## src/rtl/lsu_mem_ctrl.sv

```systemverilog
// Load/store unit in front of a word-only data memory: sub-word stores by read-modify-write,
// sign/zero-extended loads. Optional macro LSU_MISALIGN_TRAP_EN turns misaligned H/W into faults.
module lsu_mem_ctrl #(
  parameter int                    DATA_WIDTH = 32,
  parameter int                    ADDR_WIDTH = 32,
  parameter logic [ADDR_WIDTH-1:0] DMEM_BASE  = 32'h02000000
) (
  input  logic                  clk,
  input  logic                  reset,
  input  logic                  req_valid,
  output logic                  req_ready,
  input  logic                  req_we,
  input  logic [2:0]            req_funct3,
  input  logic [ADDR_WIDTH-1:0] req_addr,
  input  logic [DATA_WIDTH-1:0] req_wdata,
  output logic                  resp_valid,
  output logic [DATA_WIDTH-1:0] resp_rdata,
  output logic                  resp_err,
  output logic                  mem_wr_en,
  output logic [ADDR_WIDTH-1:0] mem_addr,
  output logic [DATA_WIDTH-1:0] mem_wr_data,
  input  logic [DATA_WIDTH-1:0] mem_rd_data
);

  typedef enum logic [1:0] {S_IDLE, S_RD, S_WR, S_RESP} state_t;

  state_t                r_state, w_nxt;
  logic                  r_we, r_err;
  logic [2:0]            r_f3;
  logic [1:0]            r_off;
  logic [15:0]           r_wdata;
  logic [DATA_WIDTH-1:0] r_word, r_wr_data;
  logic [ADDR_WIDTH-1:0] r_mem_addr;

  logic                  w_accept, w_fault, w_misalign;
  logic [1:0]            w_off;
  logic [DATA_WIDTH-1:0] w_merge, w_load;
  logic [7:0]            w_byte;
  logic [15:0]           w_half;

  assign w_accept = req_valid && (r_state == S_IDLE);

`ifdef LSU_MISALIGN_TRAP_EN
  assign w_misalign = ((req_funct3[1:0] == 2'b01) && req_addr[0]) ||
                      ((req_funct3[1:0] == 2'b10) && (req_addr[1:0] != 2'b00));
`else
  assign w_misalign = 1'b0;
`endif

  assign w_fault = (req_addr < DMEM_BASE) ||
                   (req_funct3 == 3'b011) || (req_funct3[2:1] == 2'b11) ||
                   (req_we && req_funct3[2]) || w_misalign;

  // Effective lane offset; misaligned low bits are dropped when not trapping.
  always_comb begin
    w_off = 2'b00;
    case (req_funct3[1:0])
      2'b00:   w_off = req_addr[1:0];
      2'b01:   w_off = {req_addr[1], 1'b0};
      default: w_off = 2'b00;
    endcase
  end

  always_comb begin
    w_nxt = r_state;
    case (r_state)
      S_IDLE: if (w_accept)
                w_nxt = (!w_fault && req_we && (req_funct3[1:0] == 2'b10)) ? S_WR : S_RD;
      // A faulting request spends its RD cycle idle so it keeps the 2-cycle latency.
      S_RD:   w_nxt = (r_we && !r_err) ? S_WR : S_RESP;
      S_WR:   w_nxt = S_RESP;
      S_RESP: w_nxt = S_IDLE;
      default: w_nxt = S_IDLE;
    endcase
  end

  always_comb begin
    w_merge = mem_rd_data;
    if (r_f3[1:0] == 2'b00) w_merge[{r_off, 3'b000} +: 8]        = r_wdata[7:0];
    else                    w_merge[{r_off[1], 4'b0000} +: 16]   = r_wdata;
  end

  always_ff @(posedge clk or posedge reset) begin
    if (reset) begin
      r_state    <= S_IDLE;
      r_we       <= 1'b0;
      r_err      <= 1'b0;
      r_f3       <= '0;
      r_off      <= '0;
      r_wdata    <= '0;
      r_word     <= '0;
      r_wr_data  <= '0;
      r_mem_addr <= '0;
    end else begin
      r_state <= w_nxt;
      if (w_accept) begin
        r_we    <= req_we;
        r_f3    <= req_funct3;
        r_off   <= w_off;
        r_wdata <= req_wdata[15:0];
        r_err   <= w_fault;
        if (!w_fault) r_mem_addr <= {req_addr[ADDR_WIDTH-1:2], 2'b00};
        if (!w_fault && req_we) r_wr_data <= req_wdata;
      end
      if (r_state == S_RD && !r_err) begin
        r_word <= mem_rd_data;
        if (r_we) r_wr_data <= w_merge;
      end
    end
  end

  assign w_byte = r_word[{r_off, 3'b000} +: 8];
  assign w_half = r_word[{r_off[1], 4'b0000} +: 16];

  always_comb begin
    w_load = r_word;
    case (r_f3)
      3'b000:  w_load = {{(DATA_WIDTH-8){w_byte[7]}}, w_byte};
      3'b100:  w_load = {{(DATA_WIDTH-8){1'b0}}, w_byte};
      3'b001:  w_load = {{(DATA_WIDTH-16){w_half[15]}}, w_half};
      3'b101:  w_load = {{(DATA_WIDTH-16){1'b0}}, w_half};
      default: w_load = r_word;
    endcase
  end

  assign req_ready   = (r_state == S_IDLE);
  assign resp_valid  = (r_state == S_RESP);
  assign resp_err    = resp_valid && r_err;
  assign resp_rdata  = (resp_valid && !r_err && !r_we) ? w_load : '0;
  assign mem_wr_en   = (r_state == S_WR);
  assign mem_addr    = r_mem_addr;
  assign mem_wr_data = r_wr_data;

endmodule
```

## config.mk

```make
export PLATFORM = sky130hd
export DESIGN_NAME = lsu_mem_ctrl
export DESIGN_NICKNAME = d
export VERILOG_FILES = /design/src/rtl/lsu_mem_ctrl.sv
export SDC_FILE = /design/constraint.sdc
export NUM_CORES = 1
export LEC_CHECK = 0
export ABC_CLOCK_PERIOD_IN_PS = 4400
export BUFFER_PORTS_ARGS = -buffer_cell sky130_fd_sc_hd__buf_4
export CORE_ASPECT_RATIO = 1.2
export CORE_MARGIN = 2
export CORE_UTILIZATION = 40
export CTS_BUF_LIST = sky130_fd_sc_hd__clkbuf_4 sky130_fd_sc_hd__clkbuf_8 sky130_fd_sc_hd__clkbuf_16
export DETAILED_ROUTE_END_ITERATION = 7
export PLACE_DENSITY_LB_ADDON = 0.3
export SLEW_MARGIN = 20
export SYNTH_ARGS = -nofsm -noshare
export SYNTH_HDL_FRONTEND = slang
export SYNTH_SLANG_ARGS = --single-unit
```

## constraint.sdc

```tcl
create_clock -name clk -period 4.4 [get_ports clk]
set_clock_uncertainty 0.05 [all_clocks]
set_input_delay 0.88 -clock clk [delete_from_list [all_inputs] [get_ports clk]]
set_output_delay 0.88 -clock clk [all_outputs]
set_load 0.05 [all_outputs]
```

==> impl_metrics.json, run 1 <==
{
  "seq_power_share_pct": 29.8,
  "max_clock_freq_mhz": 281.9,
  "whs_path_cells": 2,
  "io_pins": 203,
  "synth-main-ff-cell": "dfrtp_1",
  "regToRegSetupSlack_ps": 1550,
  "post_cts_resized": 0,
  "timing.rr.end": "mem_addr[31]",
  "worst_ir_drop_vdd_mv": 0.4848,
  "power.net_switching_w": 0.003400,
  "worstSkewPairLatency_ps": 410,
  "cpLargestDelayFamily": "simple AND/OR/NAND/NOR gates",
  "place.port_buffers": 200,
  "clock_power_share_pct": 18.3,
  "drt_pre_antenna_iters": 4,
  "min_delay_worst_endpoint": "r_word[2]",
  "outcome": "finished, final reports clean",
  "number_of_nets_still_failing_antenna_checks_after_routing": 0,
  "number_of_clock_sinks_seen_by_cts": 119,
  "max-clock-path-buffers": 2,
  "cts-htree-levels": 4,
  "average_footprint_of_a_synthesized_cell_um2": 10.15,
  "finalSetupTns_ps": 0,
  "syn_inst": 616,
  "critical_path.startpoint_type": "flop",
  "min_period_over_period_pct": 80.63,
  "critPathBufInv": 2,
  "synth.ff_latch_count": 119,
  "regToRegStartpoint": "r_state[0]",
  "root_buffer_cell": "clkbuf_16",
  "maxCapViolations": 0,
  "timing.critical_path.cells": "ha_1, nand2_1, nor2_1, buf_4, a21o_1, buf_4",
  "setup_violations": 0,
  "post-route-min-period_ps": 3548,
  "initial_core_util_pct": 40.47,
  "synth_async_sr_flop_share_pct": 100.0,
  "leakage_dissipation_nw": 4.155,
  "detail_route.drc_violations": 0,
  "swShare_pct": 46.71,
  "finalNetCount": 913,
  "met3_wirelength_um": 1506,
  "wl_per_cell_um": 19.17,
  "power.combinational.fraction_pct": 51.9,
  "ys.warnings.count": 0,
  "critical-path-slowest-cell": "nor2_1",
  "power.internal_w": 0.003880,
  "fp.coreArea_um2": 15450,
  "path_type_of_the_worst_setup_path": "flop to output pin",
  "worstHoldPathType": "flop to flop",
  "postRouteWirelength_um": 19510,
  "grt_antenna_before_repair": 0,
  "dp.final_hpwl_um": 14640,
  "die_y_um": 141.0,
  "detailroute.via_count": 5526,
  "cp_data_arrival_time_ps": 2620,
  "report.final.slew_viol_count": 0,
  "clk_transition_reported_paths_ps": 50,
  "critPathRequiredTime_ps": 3470,
  "route.met2.wl_um": 9775,
  "max_slew_margin_pct": 29.08,
  "filler_cell_count": 1397,
  "worst_min_delay_path_startpoint": "r_word[2]",
  "via_count_of_the_first_global_routing_pass": 5725,
  "rsz_0062_raised_after_global_routing": "no",
  "layout-drive-gt1-share_pct": 37.16,
  "reg2reg_depth": 6,
  "die-area_um2": 16650,
  "critPathMostFrequentCell": "buf_4",
  "grt_max_degree": 48,
  "grt.total_usage_pct": 23.69,
  "cts_post_setup_buffers_inserted": 0,
  "report.final.hold_viol_count": 0,
  "synth-edff-count": 0,
  "num_antenna_cells": 0,
  "cts-buffers-inserted": 17,
  "floorplan.die.width_um": 118.1,
  "crit_path_max_fanout": 18,
  "grt_pass1_wl_um": 30590,
  "power.density_cell_area_nw_per_um2": 861.5,
  "timing.critical_path.slowest_cell_delay_ps": 620,
  "viasPerCell": 5.428,
  "gp_congestion": 0.8202,
  "ctsHoldBuffers": 0,
  "setup_ws_ps": 852.2,
  "synthDistinctLibCells": 47,
  "timing_worst_slew_pin_value_ps": 1061,
  "setup.worst_path.end_class": "output pin",
  "synthToLayoutAreaGrowth_pct": 35.13,
  "top_layer": "met4",
  "drtIter0Drc": 302,
  "met1Wirelength_um": 7539,
  "preCtsSetupSlack_ps": 1309,
  "overflow": 0,
  "post_synth_instance_area_um2": 6253,
  "placement_rows": 50,
  "tritoncts": "built",
  "synth.yosys.seq_area_share_pct": 47.62
}
## flip-flops by register name, summed over array words and instances (netlist names)
signal and count:
mem_wr_data 32, r_word 32, mem_addr 30, r_wdata 16
r_f3 3, r_off 2, r_state 2, r_err 1
r_we 1
## cell usage in the layout, fill, tap and decap left out, drive strengths merged, types with 3 or more instances in the layout
cell type  count
a21o          16
a21oi         67
a221oi        40
a2bb2oi       16
buf          210
clkbuf        25
dfrtp        119
ha             9
inv           18
mux2          52
mux2i         19
nand2        135
nand2b         3
nor2          17
nor3           7
o21ai         20
o22ai          7
## through the flow
stage / total power (W) / hold slack [ps] / cell area [um^2] / instances / utilization, %
2_1_floorplan: 0.004783 / 396.4 / 6257 / 617 / -
3_3_place_gp: 0.005861 / 420.5 / 7881 / 990 / 51.00
3_5_place_dp: 0.005950 / 415.8 / 7881 / 990 / 51.00
4_1_cts: 0.007314 / 429.6 / 8451 / 1018 / 54.69
5_1_grt: 0.007664 / 464.0 / 8451 / 1018 / 54.69
6_report: 0.007280 / 425.7 / 8451 / 1018 / 54.69
## worst register-to-register path, stage by stage (launching register included)
cell and delay, ps:
dfrtp_1 410, inv_1 110, ha_1 320, nand2_2 440, a2111oi_4 490, buf_4 510, mux2_2 400
## routing by layer
metal  GRT usage [%]  vias up
li1                -     2569
met5               0        -
met3           6.796       41
met4           10.97        0
met2           39.88      259
met1           27.99     2657
## synthesized netlist by cell type (2+ instances only)
cell | count | area [um^2]
nand2_1 | 134 | 503.0
dfrtp_1 | 119 | 2978
a21oi_1 | 67 | 335.3
a221oi_1 | 40 | 350.3
mux2_4 | 29 | 435.4
clkbuf_1 | 26 | 97.59
mux2_2 | 23 | 259.0
mux2i_1 | 19 | 190.2
o21ai_0 | 19 | 95.09
inv_1 | 18 | 67.56
a21o_1 | 16 | 120.1
a2bb2oi_1 | 16 | 140.1
nor2_1 | 16 | 60.06
ha_1 | 9 | 112.6
buf_2 | 7 | 35.03
nor3_1 | 7 | 35.03
o22ai_1 | 7 | 43.79
buf_4 | 5 | 37.54
buf_1 | 3 | 11.26
buf_6 | 3 | 33.78
nand2b_1 | 3 | 18.77
and4b_1 | 2 | 20.02
nor2b_1 | 2 | 12.51
nor4bb_1 | 2 | 20.02
o21a_1 | 2 | 15.01
## power groups by stage
stage                     clock, W  combinational (W)  sequential, W
final                      0.00134            0.00378        0.00217
after floorplan                  0            0.00179        0.00300
after CTS                  0.00135            0.00380        0.00216
after detailed placement         0            0.00380        0.00215
after global placement           0            0.00372        0.00214
after global routing       0.00141            0.00402        0.00223
## cell families after synthesis
group / after synthesis / share of synthesized area [%]
adder cells (fa/ha/maj): 9 / 1.801
other: 1 / 0.05997
AND/OR/NAND/NOR: 176 / 12.13
buffers and inverters: 63 / 4.602
multiplexers: 71 / 14.15
flip-flops: 119 / 47.62
AO/OA/AOI/OAI: 177 / 19.65
## cell type report
class | instances | area (um^2) | share of cell area [%]
tap | 208 | 260.3 | 3.080
multi-input combinational | 435 | 2997 | 35.46
inverter | 18 | 70.07 | 0.8291
clock inverter | 3 | 40.04 | 0.4738
timing repair buffer | 210 | 1577 | 18.66
clock buffer | 25 | 529.3 | 6.263
sequential | 119 | 2978 | 35.24
## worst max-delay path by stage
stage / depth (start not counted) / startpoint / endpoint / slack, ps
global route: 6 / r_state[0] / resp_rdata[23] / 670
global placement: 6 / r_state[0] / resp_rdata[22] / 1410
detailed placement: 6 / r_state[0] / resp_rdata[22] / 1310
floorplan: 1 / reset / mem_addr[10] / 310
CTS: 6 / r_state[0] / resp_rdata[22] / 840
finish: 6 / r_state[0] / resp_rdata[22] / 850
Power figures use the tool's default switching activity.
==> run 2: changes to the inputs <==
- ABC_AREA: not set -> 1
- ABC_CLOCK_PERIOD_IN_PS: 4400 -> 3400
- clock period: 4.4 -> 3.4 ns (I/O delays scaled with it)
==> impl_metrics.json, run 2 <==
{
  "number_of_clock_sinks_seen_by_cts": 119,
  "viasPerCell": 5.104,
  "grt.total_usage_pct": 24.36,
  "die-area_um2": 18850,
  "worst_ir_drop_vdd_mv": 0.5899,
  "regToRegStartpoint": "r_off[1]",
  "global_route.peak_usage_layer": "met2",
  "cts-buffers-inserted": 17,
  "number_of_nets_still_failing_antenna_checks_after_routing": 0,
  "critical-path-slowest-cell": "dfrtp_1",
  "grt_max_degree": 50,
  "filler_cell_count": 1738,
  "ys.warnings.count": 0,
  "finalNetCount": 1288,
  "min_period_over_period_pct": 90.98,
  "max_clock_freq_mhz": 323.3,
  "postRouteWirelength_um": 22600,
  "drtIter0Drc": 514,
  "outcome": "finished, final reports clean",
  "cts_post_setup_buffers_inserted": 0,
  "synthMostInstantiatedCell": "nand2_1",
  "synth_largest_area_cell": "dfrtp_1",
  "timing.critical_path.from": "r_off[0]",
  "timing.critical_path.slowest_cell_delay_ps": 660,
  "rsz_0062_raised_after_global_routing": "no",
  "final_cells": 1409,
  "max-clock-path-buffers": 2,
  "worst-path-stages": 9,
  "syn_inst": 1002,
  "overflow": 0,
  "yosys-top-cells-area": "dfrtp_1 42%, nand2_1 14%, o21ai_0 12%",
  "path_type_of_the_worst_setup_path": "flop to output pin",
  "post_cts_resized": 0,
  "synth-main-ff-cell": "dfrtp_1",
  "io_pins": 203,
  "initial_core_util_pct": 40.74,
  "root_buffer_cell": "clkbuf_16",
  "average_footprint_of_a_synthesized_cell_um2": 7.091,
  "critPathRequiredTime_ps": 2670,
  "layout.cells.most_common": "nand2_1",
  "crit_path_max_fanout": 16,
  "tritoncts": "built",
  "drt_pre_antenna_iters": 7,
  "worstSkewPairLatency_ps": 420,
  "critPathBufInv": 2,
  "synth-edff-count": 0,
  "cpLargestDelayFamily": "simple AND/OR/NAND/NOR gates",
  "floorplan.die.width_um": 125.7,
  "leakage_dissipation_nw": 4.901,
  "report.final.slew_viol_count": 0,
  "layout-drive-gt1-share_pct": 23.72,
  "timing_worst_slew_pin_value_ps": 780.4,
  "synthToLayoutAreaGrowth_pct": 31.36,
  "worstHoldPathType": "input pin to async pin",
  "gp_congestion": 0.9434,
  "power.density_cell_area_nw_per_um2": 1018,
  "fp.coreArea_um2": 17440,
  "max_slew_margin_pct": 47.84,
  "detail_route.drc_violations": 0,
  "reg2reg_depth": 7,
  "setup_violations": 0,
  "fraction_of_met3_tracks_used_by_global_routing_pct": 6.793,
  "report.final.hold_viol_count": 0,
  "grtUsageMet1_pct": 32.42,
  "via_count_of_the_first_global_routing_pass": 6789,
  "clk_transition_reported_paths_ps": 60,
  "utilization_pct": 53.52,
  "maxCapViolations": 0,
  "netlist.area_leader.share_pct": 41.91,
  "final.hold.worst_slack_ps": 340.1,
  "die_y_um": 150,
  "synth.ff_latch_count": 119,
  "grt_pass1_wl_um": 36320,
  "post-route-min-period_ps": 3093,
  "synth.yosys.seq_area_share_pct": 41.91,
  "placed_cells": 1377,
  "post_synth_instance_area_um2": 7106,
  "ctsHoldBuffers": 0,
  "critical_path.startpoint_type": "flop",
  "setup.worst_path.end_class": "output pin",
  "most_used_cells_in_the_layout_excluding_fill_and_tap_cells": "257 x nand2_1, 216 x buf_4, 172 x o21ai_0, 126 x inv_1, 119 x dfrtp_1",
  "met2_grt_util_pct": 39.14,
  "timing.critical_path.cells": "inv_2, nand2_1, nand3_1, nand2_1, nand2_2, nand2_2, nand3_4, nor2_1, buf_4",
  "cts-htree-levels": 4,
  "cp_data_arrival_time_ps": 2360,
  "num_antenna_cells": 0,
  "dp.final_hpwl_um": 16860,
  "synth.cells.most_frequent": "257 x nand2_1, 172 x o21ai_0, 127 x inv_1",
  "finalSetupTns_ps": 0,
  "setup_ws_ps": 306.8,
  "wl_per_cell_um": 16.04,
  "grt_antenna_before_repair": 0,
  "preCtsSetupSlack_ps": 748.5,
  "detailroute.via_count": 7191,
  "synth_async_sr_flop_share_pct": 100.0,
  "synthDistinctLibCells": 31,
  "placement_rows": 53,
  "place.port_buffers": 200
}
==> run 2: where the power goes <==
group | internal [W] | switching (W)
combinational | 0.00150 | 0.00352
clock | 0.00111 | 0.000638
sequential | 0.00212 | 0.000609
total | 0.00474 | 0.00477
==> run 2: cell type report <==
| cell class | instances | area, um^2 | share of cell area [%] |
|---|---|---|---|
| Timing Repair Buffer | 218 | 1662 | 17.80 |
| Clock buffer | 24 | 509.2 | 5.456 |
| Multi-Input combinational cell | 688 | 3341 | 35.79 |
| Inverter | 132 | 499.2 | 5.349 |
| Sequential cell | 119 | 2978 | 31.90 |
| Clock inverter | 8 | 70.07 | 0.7507 |
| Tap cell | 220 | 275.3 | 2.949 |
==> run 2: metrics by stage <==
stage | total power (W) | area, um^2
floorplan | 0.006232 | 7113
global placement | 0.007712 | 8755
detailed placement | 0.007753 | 8755
CTS | 0.009528 | 9334
global route | 0.01018 | 9334
finish | 0.009501 | 9334
==> run 2: per-layer routing <==
metal / share of wire (%) / wire length [um] / up-vias
li1: - / - / 3593
met1: 43 / 9684 / 3291
met2: 47 / 10650 / 284
met3: 8.5 / 1923 / 23
met4: 1.5 / 337 / 0
met5: 0 / 0 / -
==> run 2: worst paths after layout <==
| kind | to | slack (ps) |
|---|---|---|
| setup / recovery | resp_rdata[20] | 310 |
| hold / removal | mem_addr[10] | 340 |
| setup reg to reg | mem_wr_data[0] | 760 |
| hold reg to reg | mem_addr[8] | 450 |
| max in group asynchronous | r_word[8] | 2250 |
| min in group clk | mem_addr[20] | 410 |
==> run 2: logic make-up (layout without fill, tap and decap cells) <==
logic type	Yosys count	count (layout)	synth area share, %
AND/OR/NAND/NOR	424	424	25.78
AO/OA/AOI/OAI	246	246	18.40
buffers and inverters	196	382	11.16
flip-flops	119	119	41.91
adder cells (fa/ha/maj)	9	9	1.585
multiplexers	7	7	1.109
other	1	2	0.05278
==> run 3: changes to the inputs <==
- ABC_CLOCK_PERIOD_IN_PS: 3400 -> 3370
- clock period: 3.4 -> 3.37 ns (I/O delays scaled with it)
==> impl_metrics.json, run 3 (same netlist as run 2, synthesis figures left out) <==
{
  "outcome": "finished, final reports clean",
  "setup.worst_path.end_class": "output pin",
  "preCtsSetupSlack_ps": 746.6,
  "place.port_buffers": 200,
  "via_count_of_the_first_global_routing_pass": 6986,
  "postRouteWirelength_um": 23360,
  "number_of_nets_still_failing_antenna_checks_after_routing": 0,
  "detail_route.drc_violations": 0,
  "synthToLayoutAreaGrowth_pct": 32.59,
  "max_clock_freq_mhz": 324.7,
  "grt_max_degree": 50,
  "cpLargestDelayFamily": "simple AND/OR/NAND/NOR gates",
  "io_pins": 203,
  "critical-path-slowest-cell": "inv_1",
  "cts-htree-levels": 4,
  "drt_pre_antenna_iters": 6,
  "grt_antenna_before_repair": 0,
  "die-area_um2": 18850,
  "tritoncts": "built",
  "grt_pass1_wl_um": 37340,
  "die_y_um": 150,
  "drtIter0Drc": 556,
  "critical_path.startpoint_type": "flop",
  "totalPowerFinal_w": 0.009948,
  "finalSetupTns_ps": 0,
  "detailroute.via_count": 7343,
  "placed_cells": 1379,
  "layout-drive-gt1-share_pct": 23.85,
  "most_used_cells_in_the_layout_excluding_fill_and_tap_cells": "257 x nand2_1, 219 x buf_4, 172 x o21ai_0, 126 x inv_1, 119 x dfrtp_1",
  "root_buffer_cell": "clkbuf_16",
  "leakage_dissipation_nw": 4.946,
  "cts_post_setup_buffers_inserted": 0,
  "regToRegStartpoint": "r_off[1]",
  "layout.cells.most_common": "nand2_1",
  "final_cells": 1411,
  "ctsHoldBuffers": 0,
  "cts-buffers-inserted": 17,
  "power.density_cell_area_nw_per_um2": 1056,
  "placement_rows": 53,
  "gp_congestion": 0.9329,
  "report.final.hold_viol_count": 0,
  "rsz_0062_raised_after_global_routing": "no",
  "max_slew_margin_pct": 49.26,
  "path_type_of_the_worst_setup_path": "flop to output pin",
  "worst_ir_drop_vdd_mv": 0.6692,
  "timing_worst_slew_pin_value_ps": 759.3,
  "crit_path_max_fanout": 16,
  "number_of_clock_sinks_seen_by_cts": 119,
  "placedInstanceArea_um2": 8757,
  "cp_data_arrival_time_ps": 2360,
  "worstHoldPathType": "input pin to async pin",
  "wl_per_cell_um": 16.55,
  "critPathRequiredTime_ps": 2650,
  "report.final.slew_viol_count": 0,
  "max-clock-path-buffers": 2,
  "dp.final_hpwl_um": 17450,
  "postLayoutCellArea_um2": 9422,
  "viasPerCell": 5.204,
  "post-route-min-period_ps": 3080,
  "finalNetCount": 1290,
  "swShare_pct": 49.08,
  "timing.rr.end": "mem_wr_data[3]",
  "global_route.peak_usage_layer": "met2",
  "power.internal_w": 0.005066,
  "power.combinational.fraction_pct": 51.6,
  "overflow": 0,
  "worstSkewPairLatency_ps": 420,
  "fraction_of_met3_tracks_used_by_global_routing_pct": 7.866,
  "min_period_over_period_pct": 91.39,
  "clk_transition_reported_paths_ps": 60,
  "setup_violations": 0,
  "fp.coreArea_um2": 17440,
  "regToRegSetupSlack_ps": 750,
  "grt.total_usage_pct": 25.07,
  "initial_core_util_pct": 40.74,
  "timing.critical_path.cells": "ha_1, nand3_1, inv_1, nand3_4, nor2_1, buf_4",
  "timing.critical_path.slowest_cell_delay_ps": 410,
  "critPathBufInv": 2,
  "floorplan.die.width_um": 125.7,
  "grtUsageMet1_pct": 31.78,
  "maxCapViolations": 0,
  "clock_power_share_pct": 20.7,
  "met2_grt_util_pct": 40.57,
  "seq_power_share_pct": 27.6,
  "power.net_switching_w": 0.004882,
  "setup_ws_ps": 290.0,
  "reg2reg_depth": 7,
  "post_cts_resized": 0,
  "num_antenna_cells": 0
}
==> run 3: changes by cell type in the layout (fill, tap and decap cells not counted), moves of 2 or more <==
cell and delta:
buf_4 +3, clkbuf_4 +2, clkbuf_8 -2, clkinv_2 -3, bufinv_16 +4
==> run 3: worst max path at each step <==
stage	startpoint	endpoint	slack [ps]	cells past startpoint
after CTS	r_off[0]	resp_rdata[19]	300	9
after global placement	r_state[1]	resp_rdata[18]	810	6
after global routing	r_off[0]	resp_rdata[18]	20	9
final	r_state[1]	resp_rdata[18]	290	6
after detailed placement	r_state[1]	resp_rdata[19]	750	6
after floorplan	r_state[0]	resp_rdata[12]	330	6
==> run 3: final cells by class <==
type	instances	area [um^2]
fillers	1731	8019
multi-input cells	688	3341
flip-flops and latches	119	2978
repair buffers	220	1664
inverters	132	499.2
clock buffers	24	496.7
well taps	220	275.3
clock inverters	8	167.7
==> run 3: per-stage QoR <==
step	util, %	hold WS [ps]
finish	54.02	253.9
floorplan	-	419.1
global route	54.02	264.2
detailed placement	50.21	438.9
CTS	54.02	256.6
global placement	50.21	432.9
==> run 3: power groups by stage <==
stage,clock [W],sequential [W],combinational [W]
finish,0.00206,0.00275,0.00514
global route,0.00216,0.00284,0.00562
CTS,0.00208,0.00274,0.00515
detailed placement,0,0.00274,0.00513
global placement,0,0.00275,0.00506
floorplan,0,0.00381,0.00248
==> run 3: routing by layer <==
| metal | vias up | part of all wire, % |
|---|---|---|
| met5 | - | 0 |
| met4 | 0 | 2.4 |
| met3 | 42 | 10 |
| met2 | 340 | 47 |
| met1 | 3362 | 41 |
| li1 | 3599 | - |
